`src/rtl/rf_write_ctrl.sv`:
```
// Register-file write-port arbiter: the pipeline writes with zero latency; buffered multi-cycle results fill idle port cycles.
// Multi-cycle results take one cycle or more from acceptance to write; mc_ready drops when the result FIFO is full.
module rf_write_ctrl #(
    parameter int XLEN      = 32,
    parameter int ADDR_W    = 5,
    parameter int BUF_DEPTH = 2
) (
    input  logic              clk,
    input  logic              rst,
    input  logic              pipe_we,
    input  logic [ADDR_W-1:0] pipe_rd,
    input  logic [XLEN-1:0]   pipe_wd,
    input  logic              mc_valid,
    output logic              mc_ready,
    input  logic [ADDR_W-1:0] mc_rd,
    input  logic [XLEN-1:0]   mc_wd,
    input  logic              issue_valid,
    input  logic [ADDR_W-1:0] issue_rd,
    input  logic [ADDR_W-1:0] dec_adr1,
    input  logic [ADDR_W-1:0] dec_adr2,
    input  logic [ADDR_W-1:0] dec_rd,
    output logic              hazard,
    output logic              busy,
    output logic              rf_we,
    output logic [ADDR_W-1:0] rf_rd,
    output logic [XLEN-1:0]   rf_wd
);
    localparam int IDX_W = $clog2(BUF_DEPTH);
    localparam int NREG  = 1 << ADDR_W;
    localparam int ENT_W = ADDR_W + XLEN;

    logic [ENT_W-1:0]  buf_mem [BUF_DEPTH];
    logic [IDX_W:0]    wr_ptr;
    logic [IDX_W:0]    rd_ptr;
    logic [NREG-1:0]   pending;
    logic [NREG-1:0]   pending_nxt;

    logic              empty;
    logic              full;
    logic              pipe_sel;
    logic              pop;
    logic              push;
    logic [ADDR_W-1:0] head_rd;
    logic [XLEN-1:0]   head_wd;

    assign empty    = (wr_ptr == rd_ptr);
    assign full     = (wr_ptr[IDX_W-1:0] == rd_ptr[IDX_W-1:0]) && (wr_ptr[IDX_W] != rd_ptr[IDX_W]);
    assign pipe_sel = pipe_we && (pipe_rd != '0);
    assign pop      = !rst && !pipe_sel && !empty;
    // Results for x0 are consumed without taking a FIFO slot.
    assign push     = mc_valid && !full && (mc_rd != '0);
    assign mc_ready = !full;
    assign {head_rd, head_wd} = buf_mem[rd_ptr[IDX_W-1:0]];

    always_comb begin
        rf_we = 1'b0;
        rf_rd = '0;
        rf_wd = '0;
        if (!rst) begin
            if (pipe_sel) begin
                rf_we = 1'b1;
                rf_rd = pipe_rd;
                rf_wd = pipe_wd;
            end else if (!empty) begin
                rf_we = 1'b1;
                rf_rd = head_rd;
                rf_wd = head_wd;
            end
        end
    end

    // Clear first so a same-cycle issue to the committing register keeps its bit.
    always_comb begin
        pending_nxt = pending;
        if (pop)
            pending_nxt[head_rd] = 1'b0;
        if (issue_valid && (issue_rd != '0))
            pending_nxt[issue_rd] = 1'b1;
    end

    always_ff @(posedge clk or posedge rst) begin
        if (rst) begin
            wr_ptr  <= '0;
            rd_ptr  <= '0;
            pending <= '0;
        end else begin
            if (push)
                wr_ptr <= wr_ptr + 1'b1;
            if (pop)
                rd_ptr <= rd_ptr + 1'b1;
            pending <= pending_nxt;
        end
    end

    always_ff @(posedge clk) begin
        if (push)
            buf_mem[wr_ptr[IDX_W-1:0]] <= {mc_rd, mc_wd};
    end

    assign hazard = ((dec_adr1 != '0) && pending[dec_adr1])
                  | ((dec_adr2 != '0) && pending[dec_adr2])
                  | ((dec_rd   != '0) && pending[dec_rd]);
    assign busy   = (|pending) || !empty;

    a_issue_not_pending: assert property (@(posedge clk) disable iff (rst)
        !(issue_valid && (issue_rd != '0) && pending[issue_rd] && !(pop && (head_rd == issue_rd))));

    a_pipe_not_pending: assert property (@(posedge clk) disable iff (rst)
        !(pipe_sel && pending[pipe_rd]));
endmodule

```
`config.mk`:
```
export PLATFORM = sky130hd
export DESIGN_NAME = rf_write_ctrl
export DESIGN_NICKNAME = d
export VERILOG_FILES = /design/src/rtl/rf_write_ctrl.sv
export SDC_FILE = /design/constraint.sdc
export NUM_CORES = 1
export LEC_CHECK = 0
export ABC_CLOCK_PERIOD_IN_PS = 4030
export CORE_ASPECT_RATIO = 0.5
export CORE_UTILIZATION = 40
export DETAILED_ROUTE_END_ITERATION = 10
export PLACE_DENSITY = 0.76
export SETUP_SLACK_MARGIN = 0.3
export SLEW_MARGIN = 20
export SYNTH_ARGS = -nofsm -noshare
export SYNTH_HDL_FRONTEND = slang
export SYNTH_SLANG_ARGS = --single-unit
```
`constraint.sdc`:
```
create_clock -name clk -period 4.03 [get_ports clk]
set_clock_uncertainty 0.05 [all_clocks]
set_input_delay 0.806 -clock clk [delete_from_list [all_inputs] [get_ports clk]]
set_output_delay 0.806 -clock clk [all_outputs]
set_load 0.1 [all_outputs]
```
==> flow_summary.toml, run 1 <==
[synthesis]
yosysWarningCount = 0
synthesis.area_sq_um = 5680
ys_ff_latch = 110
synth_area_per_cell_sq_um = 12.3
postSynth.topFlopCell = "sky130_fd_sc_hd__edfxtp_1"
synth_fp_nets = 559
synth.distinct_cells = 52
async_flop_share_pct = 32.7
postSynthCellCount = 460
synth.yosys.seq_area_share_pct = 55.0
synth.top_cells.by_area = "sky130_fd_sc_hd__edfxtp_1 39%, sky130_fd_sc_hd__dfrtp_1 16%, sky130_fd_sc_hd__mux2i_1 7.6%"
synth_enable_flop_cells = 74
synthTopCellsByCount = "74 x sky130_fd_sc_hd__edfxtp_1, 74 x sky130_fd_sc_hd__nand2_1, 43 x sky130_fd_sc_hd__mux2i_1, 36 x sky130_fd_sc_hd__dfrtp_1, 31 x sky130_fd_sc_hd__o21ai_0"
post-synth-top-area-cell = "sky130_fd_sc_hd__edfxtp_1"
top_area_cell_type_share_of_the_netlist_area_pct = 39.1

[die]
boundaryPins = 140
die_height_um = 86.2
die_w_um = 170
initial_core_util_pct = 41.4
fp.dieArea_sq_um = 14700
fp-row-count = 30
core-area_sq_um = 13700

[place]
numPortBuffers = 139
gp_congestion = 0.901
dp.cells = 784
dp.final_hpwl_mm = 11.3
post_place_instance_area_sq_um = 8110

[cells_and_area]
antennaDiodeCount = 0
final_nets = 708
final_area_sq_um = 8600
final_layout_size_suffix_gt1_share_pct = 24.8
final_cell_count_no_fill = 806
areaGrowthSynthToFinish_pct = 51.4

[timing]
whs_ns = 0.438
tightest_slew_ns = 0.864
hold_viol_final = 0
finalMaxSlewViolations = 0
layout_worst_path_cycle_share_pct = 91.2
max_clock_freq_mhz = 272
final.min_clock_period_ns = 3.67
totalNegativeSetupSlack_ns = 0
rsz_0062_raised_after_global_routing = "true"
final-setup-viol-count = 0
slew_hr_pct = 40.8

[critical_path]
critPathMaxFanout = 4
reg2reg_from = "rd_ptr[0]"
reg2regPathDepth = 5
worst-endpoint-required_ns = 3.17
worstReg2RegEnd = "buf_mem[0][9]"
worst-setup-path-type = "in -> out"
reg2reg_setup_slack_ns = 1.58
crit_path_top_delay_cell = "sky130_fd_sc_hd__clkdlybuf4s50_1"
worstSetupEndpointType = "output port"
arrival_ns = 2.82
crit_chain = "clkdlybuf4s50_1 > mux4_2 > mux2i_1 > nor3b_1 > a31oi_1 > nand4_1 > buf_12"
timing.critical_path.from_type = "input pin"
critPathMaxStageDelay_ns = 0.62

[cts]
clock_tree.buffer_depth = 2
clock_sinks = 110
cts-root-buf = "sky130_fd_sc_hd__clkbuf_16"
tritoncts = "built"
clk_pin_slew_worst_paths_ns = 0.06
insertion_delay_ns = 0.34
cts_hold_repair.buffers = 0
clock_tree.htree_level_count = 3
post_cts_buffers = 0
cts_made_buffers = 9

[grt]
global_route.usage.total_pct = 21.3
grt_first_pass_wirelength_mm = 24.0
globalRouteOverflowTotal = 0
vias_in_the_first_global_route = 4576
maximum_number_of_pins_on_one_net_before_global_route_repair = 39
antenna_found_initial = 0

[hold_path]
hold_end = "wr_ptr[1]"
worst_hold_path.num_cells = 1
worst_hold_startpoint = "wr_ptr[1]"
hp-class = "reg -> reg"

[drt]
final_antenna_net_count = 0
dr_total_vias = 4433
drc_errors = 0
detailed_router_s_first_iteration_violation_count = 274
detailedRoute.firstPassIterationCount = 4
detail_route.wirelength_mm = 15.4
avgViaCountPerCell = 5.50
routed_wire_length_per_instance_um = 19.1

[power_and_ir_drop]
peakVddDrop_mv = 0.336
static_leakage_uw = 0.00316
p_total_uw = 6020
power-per-cell-area_nw_per_um2 = 701

[outcome]
outcome = "completed"

[flow_run]
timing.max_cap.violations = 0
==> stage by stage <==
step	utilization (%)	worst slack, ns
6_report	62.7	0.356
4_1_cts	61.3	0.299
3_3_place_gp	59.2	0.252
2_1_floorplan	-	0.302
3_5_place_dp	59.2	0.224
5_1_grt	62.7	0.242
==> how the worst max path moves through the flow <==
stage,startpoint,end,cells past startpoint
2_1_floorplan,dec_rd[1],hazard,6
3_3_place_gp,pipe_rd[2],rf_wd[2],7
3_5_place_dp,pipe_rd[2],rf_wd[2],7
4_1_cts,pipe_rd[2],rf_rd[3],7
5_1_grt,dec_rd[2],hazard,7
6_report,dec_rd[0],hazard,7
==> power breakdown <==
part	switching, uW	internal (uW)	total, uW
combinational	1900	1290	3190
clock	382	435	817
sequential	362	1650	2010
==> layer usage <==
metal / track usage (%) / up-vias / routed length, um
li1: - / 2074 / -
met1: 25.6 / 2183 / 6190
met2: 38.2 / 152 / 8130
met3: 5.07 / 24 / 850
met4: 6.96 / 0 / 245
met5: 0 / - / 0
==> placed cells by master (no fill, tap or decap), drive strengths merged, types with 2 or more instances in the layout <==
cell type	Yosys	final
o2bb2ai	19	19
xnor2	3	3
o21ai	37	37
edfxtp	74	74
and2	2	2
nor3	5	5
nor2	16	16
mux4	17	17
dfrtp	36	36
nor3b	3	3
nand2b	6	6
nand4b	3	3
xor2	3	3
a22o	9	9
buf	13	62
clkbuf	13	14
inv	6	9
and3b	2	2
or2	2	2
o211ai	2	2
clkinv	0	2
clkdlybuf4s50	0	91
a311oi	3	3
a211oi	3	3
nor2b	9	9
a221oi	2	2
mux2i	43	43
mux2	9	9
a2111oi	4	4
and3	2	2
or4	3	3
dlymetal6s2s	0	6
a21oi	4	4
nor4	13	13
a32o	3	3
nand2	74	74
nand3	3	3
nand4	4	4
==> state kept, by name (all words and copies together) (netlist names) <==
register and flops:
buf_mem 74, wr_ptr 2, rd_ptr 2, pending 32
==> kinds of logic after synthesis <==
logic type             count (synthesis)  synth area share (%)
AO/OA/AOI/OAI                         92                  11.3
multiplexers                          69                  16.1
AND/OR/NAND/NOR                      151                  14.1
buffers and inverters                 32                  2.49
flip-flops                           110                  55.0
XOR/XNOR                               6                 0.926
==> cell type report <==
cell class / instances / area (sq um)
repair buffers: 164 / 2100
fillers: 1070 / 5100
well taps: 192 / 240
clock inverters: 6 / 37.5
flip-flops and latches: 110 / 3120
multi-input cells: 318 / 2830
clock buffers: 10 / 239
inverters: 6 / 26.3
==> repair_timing <==
item	CTS	global route
resized for setup	3	14
pin swaps	0	10
setup endpoints to repair	18	36
hold endpoints to repair	0	0
gates cloned	0	5
==> critical path: cells and delay by family <==
| kind | cells | cell delay, ns |
|---|---|---|
| AOI/OAI and AO/OA | 1 | 0.22 |
| and+or+nand+nor | 2 | 0.26 |
| buffers and inverters | 2 | 0.83 |
| muxes | 2 | 0.71 |
Power figures use the tool's default switching activity.
==> inputs of run 2 (changes only) <==
Settings changed: ABC_CLOCK_PERIOD_IN_PS 4030 to 3900, CTS_CLUSTER_DIAMETER set to 200.
Clock period 4.03 ns to 3.9 ns, I/O delays scaled along.
==> flow_summary.toml, run 2 (synthesis results as in run 1) <==
[cells_and_area]
final_nets = 711
fin_util_pct = 63.5
layout_common_cells = "87 x sky130_fd_sc_hd__clkdlybuf4s50_1, 74 x sky130_fd_sc_hd__edfxtp_1, 73 x sky130_fd_sc_hd__nand2_1"
largest_register_ffs = 74
final_layout_size_suffix_gt1_share_pct = 25.4
final_area_sq_um = 8700
layout.cells.most_common = "sky130_fd_sc_hd__clkdlybuf4s50_1"
area.sequential_sq_um = 3120
filler_cell_count = 1030
multiInputGateArea_sq_um = 2840
areaGrowthSynthToFinish_pct = 53.3
antennaDiodeCount = 0

[timing]
finalMaxSlewViolations = 0
rsz_0062_raised_after_global_routing = "true"
layout_worst_path_cycle_share_pct = 91.0
final.min_clock_period_ns = 3.55
max_clock_freq_mhz = 282
final-setup-viol-count = 0
slew_hr_pct = 34.1
totalNegativeSetupSlack_ns = 0
hold_viol_final = 0
tightest_slew_ns = 0.960

[drt]
final_antenna_net_count = 0
detailed_router_s_first_iteration_violation_count = 272
detailedRoute.firstPassIterationCount = 4
drc_errors = 0
avgViaCountPerCell = 5.53
detail_route.wirelength_mm = 16.0
routed_wire_length_per_instance_um = 19.8
dr_total_vias = 4472

[critical_path]
timing.critical_path.from_type = "input pin"
crit_path_start = "dec_adr2[2]"
reg2reg_setup_slack_ns = 1.54
crit_path_end = "hazard"
worst-endpoint-required_ns = 3.07
worstReg2RegEnd = "buf_mem[0][14]"
worstSetupEndpointType = "output port"
arrival_ns = 2.72
critPathMaxFanout = 12
worst-setup-path-type = "in -> out"
reg2regPathDepth = 5
reg2reg_from = "rd_ptr[0]"

[power_and_ir_drop]
static_leakage_uw = 0.00318
power.clock.fraction_pct = 14.0
peakVddDrop_mv = 0.408
power-per-cell-area_nw_per_um2 = 730
fraction_of_power_consumed_by_sequential_logic_pct = 32.9
p_comb_share_pct = 53.2
swShare_pct = 43.7
power_report.internal_total_uw = 3580
power.net_switching_uw = 2780

[cts]
clock_tree.buffer_depth = 2
clock_tree.htree_level_count = 3
insertion_delay_ns = 0.34
cts-root-buf = "sky130_fd_sc_hd__clkbuf_16"
tritoncts = "built"
cts_hold_repair.buffers = 0
clock_sinks = 110
clk_pin_slew_worst_paths_ns = 0.06
cts_made_buffers = 9

[hold_path]
hp-class = "reg -> reg"
worst_hold_startpoint = "wr_ptr[1]"
worst_hold_path.num_cells = 1

[grt]
globalRoute.busiestLayer = "met2"
vias_in_the_first_global_route = 4671
antenna_found_initial = 0
globalRouteOverflowTotal = 0
maximum_number_of_pins_on_one_net_before_global_route_repair = 39
grtUsageMet2_pct = 41.2
global_route.usage.total_pct = 22.6
grt_use_met3_pct = 3.93
grt_use_met1_pct = 27.6
grt_first_pass_wirelength_mm = 25.1

[die]
die_w_um = 170
core-area_sq_um = 13700
boundaryPins = 140
fp.dieArea_sq_um = 14700
fp-row-count = 30
initial_core_util_pct = 41.4
die_height_um = 86.2

[flow_run]
timing.max_cap.violations = 0

[outcome]
outcome = "completed"

[place]
dp.final_hpwl_mm = 11.1
gp_congestion = 0.904
post_place_instance_area_sq_um = 8110
numPortBuffers = 139
[run 2: changes by cell type in the layout (fill, tap and decap cells not counted), sizes merged]
| cell | delta |
|---|---|
| buf | +6 |
| clkbuf | +1 |
| dlygate4sd2 | +4 |
| clkdlybuf4s15 | +2 |
| clkinv | -1 |
| dlymetal6s2s | -2 |
| clkdlybuf4s50 | -4 |
| inv | -3 |
[run 2: layout make-up]
type / count / area share [%]
Clock inverter: 2 / 0.173
Inverter: 6 / 0.302
Sequential cell: 110 / 35.9
Multi-Input combinational cell: 318 / 32.7
Clock buffer: 14 / 3.16
Timing Repair Buffer: 167 / 25.0
Tap cell: 192 / 2.76
[run 2: how the worst min path moves through the flow]
stage | endpoint | slack, ns
after floorplan | wr_ptr[1] | 0.41
after global placement | wr_ptr[1] | 0.42
after detailed placement | wr_ptr[1] | 0.45
after CTS | wr_ptr[1] | 0.46
after global routing | wr_ptr[1] | 0.49
final | wr_ptr[1] | 0.46
[run 2: timing repair]
item / 4_1_cts / 5_1_grt
setup buffers: 5 / 0
gates resized for setup: 20 / 11
cloned: 4 / 1
pin swaps: 29 / 6
endpoints found under the setup margin: 37 / 11
[run 2: metal layers]
layer / vias to the layer above / wire length, um
met5: - / 0
met1: 2230 / 6650
li1: 2087 / -
met4: 0 / 272
met2: 130 / 8370
met3: 25 / 741
[run 2: critical path: stages]
cell and delay [ns]:
sky130_fd_sc_hd__clkdlybuf4s50_1 0.54, sky130_fd_sc_hd__buf_6 0.19, sky130_fd_sc_hd__mux4_2 0.51, sky130_fd_sc_hd__nor2_1 0.11, sky130_fd_sc_hd__a311oi_1 0.05, sky130_fd_sc_hd__a21oi_1 0.14
sky130_fd_sc_hd__nand4_1 0.17, sky130_fd_sc_hd__buf_12 0.22
[run 2: power groups by stage]
stage	logic, uW	clock network (uW)	registers [uW]
3_3_place_gp	3130	0	2070
5_1_grt	3540	944	2130
3_5_place_dp	3160	0	2100
6_report	3380	888	2090
2_1_floorplan	2270	0	1930
4_1_cts	3350	895	2080
[run 2: per-stage QoR]
stage | power [uW] | setup slack, ns | std cells | hold slack (ns)
after detailed placement | 5260 | 0.136 | 782 | 0.448
after CTS | 6320 | 0.304 | 807 | 0.458
after floorplan | 4190 | 0.292 | 460 | 0.410
after global placement | 5210 | 0.167 | 782 | 0.424
after global routing | 6620 | 0.286 | 809 | 0.489
final | 6360 | 0.351 | 809 | 0.459
==> inputs of run 3 (changes only) <==
--- a/config.mk
+++ b/config.mk
@@ -10,3 +10,4 @@
 export CORE_UTILIZATION = 40
-export CTS_CLUSTER_DIAMETER = 200
+export CTS_BUF_LIST = sky130_fd_sc_hd__clkbuf_16
+export CTS_CLUSTER_DIAMETER = 120
 export DETAILED_ROUTE_END_ITERATION = 10
==> constraint.sdc (replaced) <==
create_clock -name clk -period 3.9 [get_ports clk]
set_clock_uncertainty 0.05 [all_clocks]
set_input_delay 0.39 -clock clk [delete_from_list [all_inputs] [get_ports clk]]
set_output_delay 0.39 -clock clk [all_outputs]
set_load 0.1 [all_outputs]
==> flow_summary.toml, run 3 (synthesis results as in run 1) <==
[critical_path]
timing.critical_path.from_type = "input pin"
critPathTopFamily = "buffers and inverters"
critPathMaxFanout = 14
crit_path_top_delay_cell = "sky130_fd_sc_hd__clkdlybuf4s50_1"
cp.buffers_inverters = 2
reg2reg_setup_slack_ns = 1.61
critPathMaxStageDelay_ns = 0.84
crit_chain = "clkdlybuf4s50_1 > mux2_2 > a221oi_1 > a2111oi_0 > nor4_1 > nand4_1 > buf_4"
worstSetupEndpointType = "output port"
worstReg2RegEnd = "buf_mem[1][10]"
arrival_ns = 2.73
worst-endpoint-required_ns = 3.46
reg2reg_from = "rd_ptr[0]"
worst-setup-path-type = "in -> out"
reg2regPathDepth = 5

[cells_and_area]
layout_common_cells = "98 x sky130_fd_sc_hd__clkdlybuf4s50_1, 74 x sky130_fd_sc_hd__nand2_1, 74 x sky130_fd_sc_hd__edfxtp_1"
fin_util_pct = 58.7
antennaDiodeCount = 0
layout.cells.most_common = "sky130_fd_sc_hd__clkdlybuf4s50_1"
areaGrowthSynthToFinish_pct = 41.7
final_area_sq_um = 8040
final_layout_size_suffix_gt1_share_pct = 20.8
area.sequential_sq_um = 3120
largest_register_ffs = 74
final_nets = 690
multiInputGateArea_sq_um = 2540
filler_cell_count = 1094

[place]
gp_congestion = 0.891
numPortBuffers = 139
dp.final_hpwl_mm = 10.5
post_place_instance_area_sq_um = 7710
dpl_worst_slack_ns = 0.616

[power_and_ir_drop]
peakVddDrop_mv = 0.381
power-per-cell-area_nw_per_um2 = 737
static_leakage_uw = 0.00292

[timing]
rsz_0062_raised_after_global_routing = "false"
max_clock_freq_mhz = 315
hold_viol_final = 0
totalNegativeSetupSlack_ns = 0
post-route-worst-setup-slack_ns = 0.728
final.min_clock_period_ns = 3.17
tightest_slew_ns = 0.763
slew_hr_pct = 47.7
finalMaxSlewViolations = 0
final-setup-viol-count = 0
whs_ns = 0.439
layout_worst_path_cycle_share_pct = 81.3

[die]
fp-row-count = 30
die_w_um = 170
core-area_sq_um = 13700
die_height_um = 86.2
boundaryPins = 140
initial_core_util_pct = 41.4
fp.dieArea_sq_um = 14700

[cts]
post_cts_buffers = 0
insertion_delay_ns = 0.34
cts-root-buf = "sky130_fd_sc_hd__clkbuf_16"
clock_tree.htree_level_count = 3
cts_hold_repair.buffers = 0
clk_pin_slew_worst_paths_ns = 0.07
cts_made_buffers = 9
clock_tree.buffer_depth = 2
cts_resized = 0
tritoncts = "built"
clock_sinks = 110

[drt]
detailed_router_s_first_iteration_violation_count = 262
dr_total_vias = 4269
detailedRoute.firstPassIterationCount = 4
drc_errors = 0
routed_wire_length_per_instance_um = 18.1
final_antenna_net_count = 0
avgViaCountPerCell = 5.42
detail_route.wirelength_mm = 14.2

[grt]
antenna_found_initial = 0
globalRouteOverflowTotal = 0
grt_first_pass_wirelength_mm = 22.6
global_route.usage.total_pct = 20.2
vias_in_the_first_global_route = 4221
maximum_number_of_pins_on_one_net_before_global_route_repair = 39

[flow_run]
timing.max_cap.violations = 0

[hold_path]
hp-class = "reg -> reg"
hold_end = "wr_ptr[1]"
worst_hold_path.num_cells = 1
worst_hold_startpoint = "wr_ptr[1]"

[outcome]
outcome = "completed"
-- run 3: cell types whose count changed in the layout (fill, tap and decap cells not counted), sizes merged --
cell | previous run | this run
clkbuf | 15 | 9
dlygate4sd2 | 5 | 0
clkinvlp | 1 | 0
dlymetal6s2s | 4 | 0
inv | 6 | 9
bufinv | 0 | 1
clkdlybuf4s15 | 2 | 0
buf | 68 | 48
clkdlybuf4s50 | 87 | 98
clkinv | 1 | 3
-- run 3: through the flow --
step                instances  power (uW)
finish                    788        5930
detailed placement        770        5030
floorplan                 460        4040
CTS                       786        5930
global route              788        6200
global placement          770        4980
-- run 3: final cells by class --
class,instances,share of cell area (%)
Sequential cell,110,38.8
Multi-Input combinational cell,318,31.6
Timing Repair Buffer,146,22.7
Tap cell,192,2.99
Clock buffer,9,2.80
Clock inverter,7,0.793
Inverter,6,0.280
-- run 3: per-layer routing --
layer  up-vias  GRT usage [%]  wire [um]
met3        18           3.65        658
met2       128           36.1       7400
met1      2082           25.5       5990
met4         0           5.41        201
met5         -              0          0
li1       2041              -          -
-- run 3: power by group --
part	switching [uW]	internal, uW	leakage (uW)
combinational	1800	1160	0.00166
clock	394	495	0.000146
sequential	367	1710	0.00111
total	2560	3360	0.00292
-- run 3: worst max path at each step --
stage | start | end | slack, ns | cells past startpoint
floorplan | rst | rf_wd[23] | 0.06 | 6
global placement | pipe_rd[2] | rf_wd[24] | 0.64 | 6
global route | dec_adr2[2] | hazard | 0.56 | 7
CTS | pipe_rd[2] | rf_wd[29] | 0.60 | 6
detailed placement | pipe_rd[2] | rf_wd[28] | 0.62 | 6
finish | dec_adr2[2] | hazard | 0.73 | 7
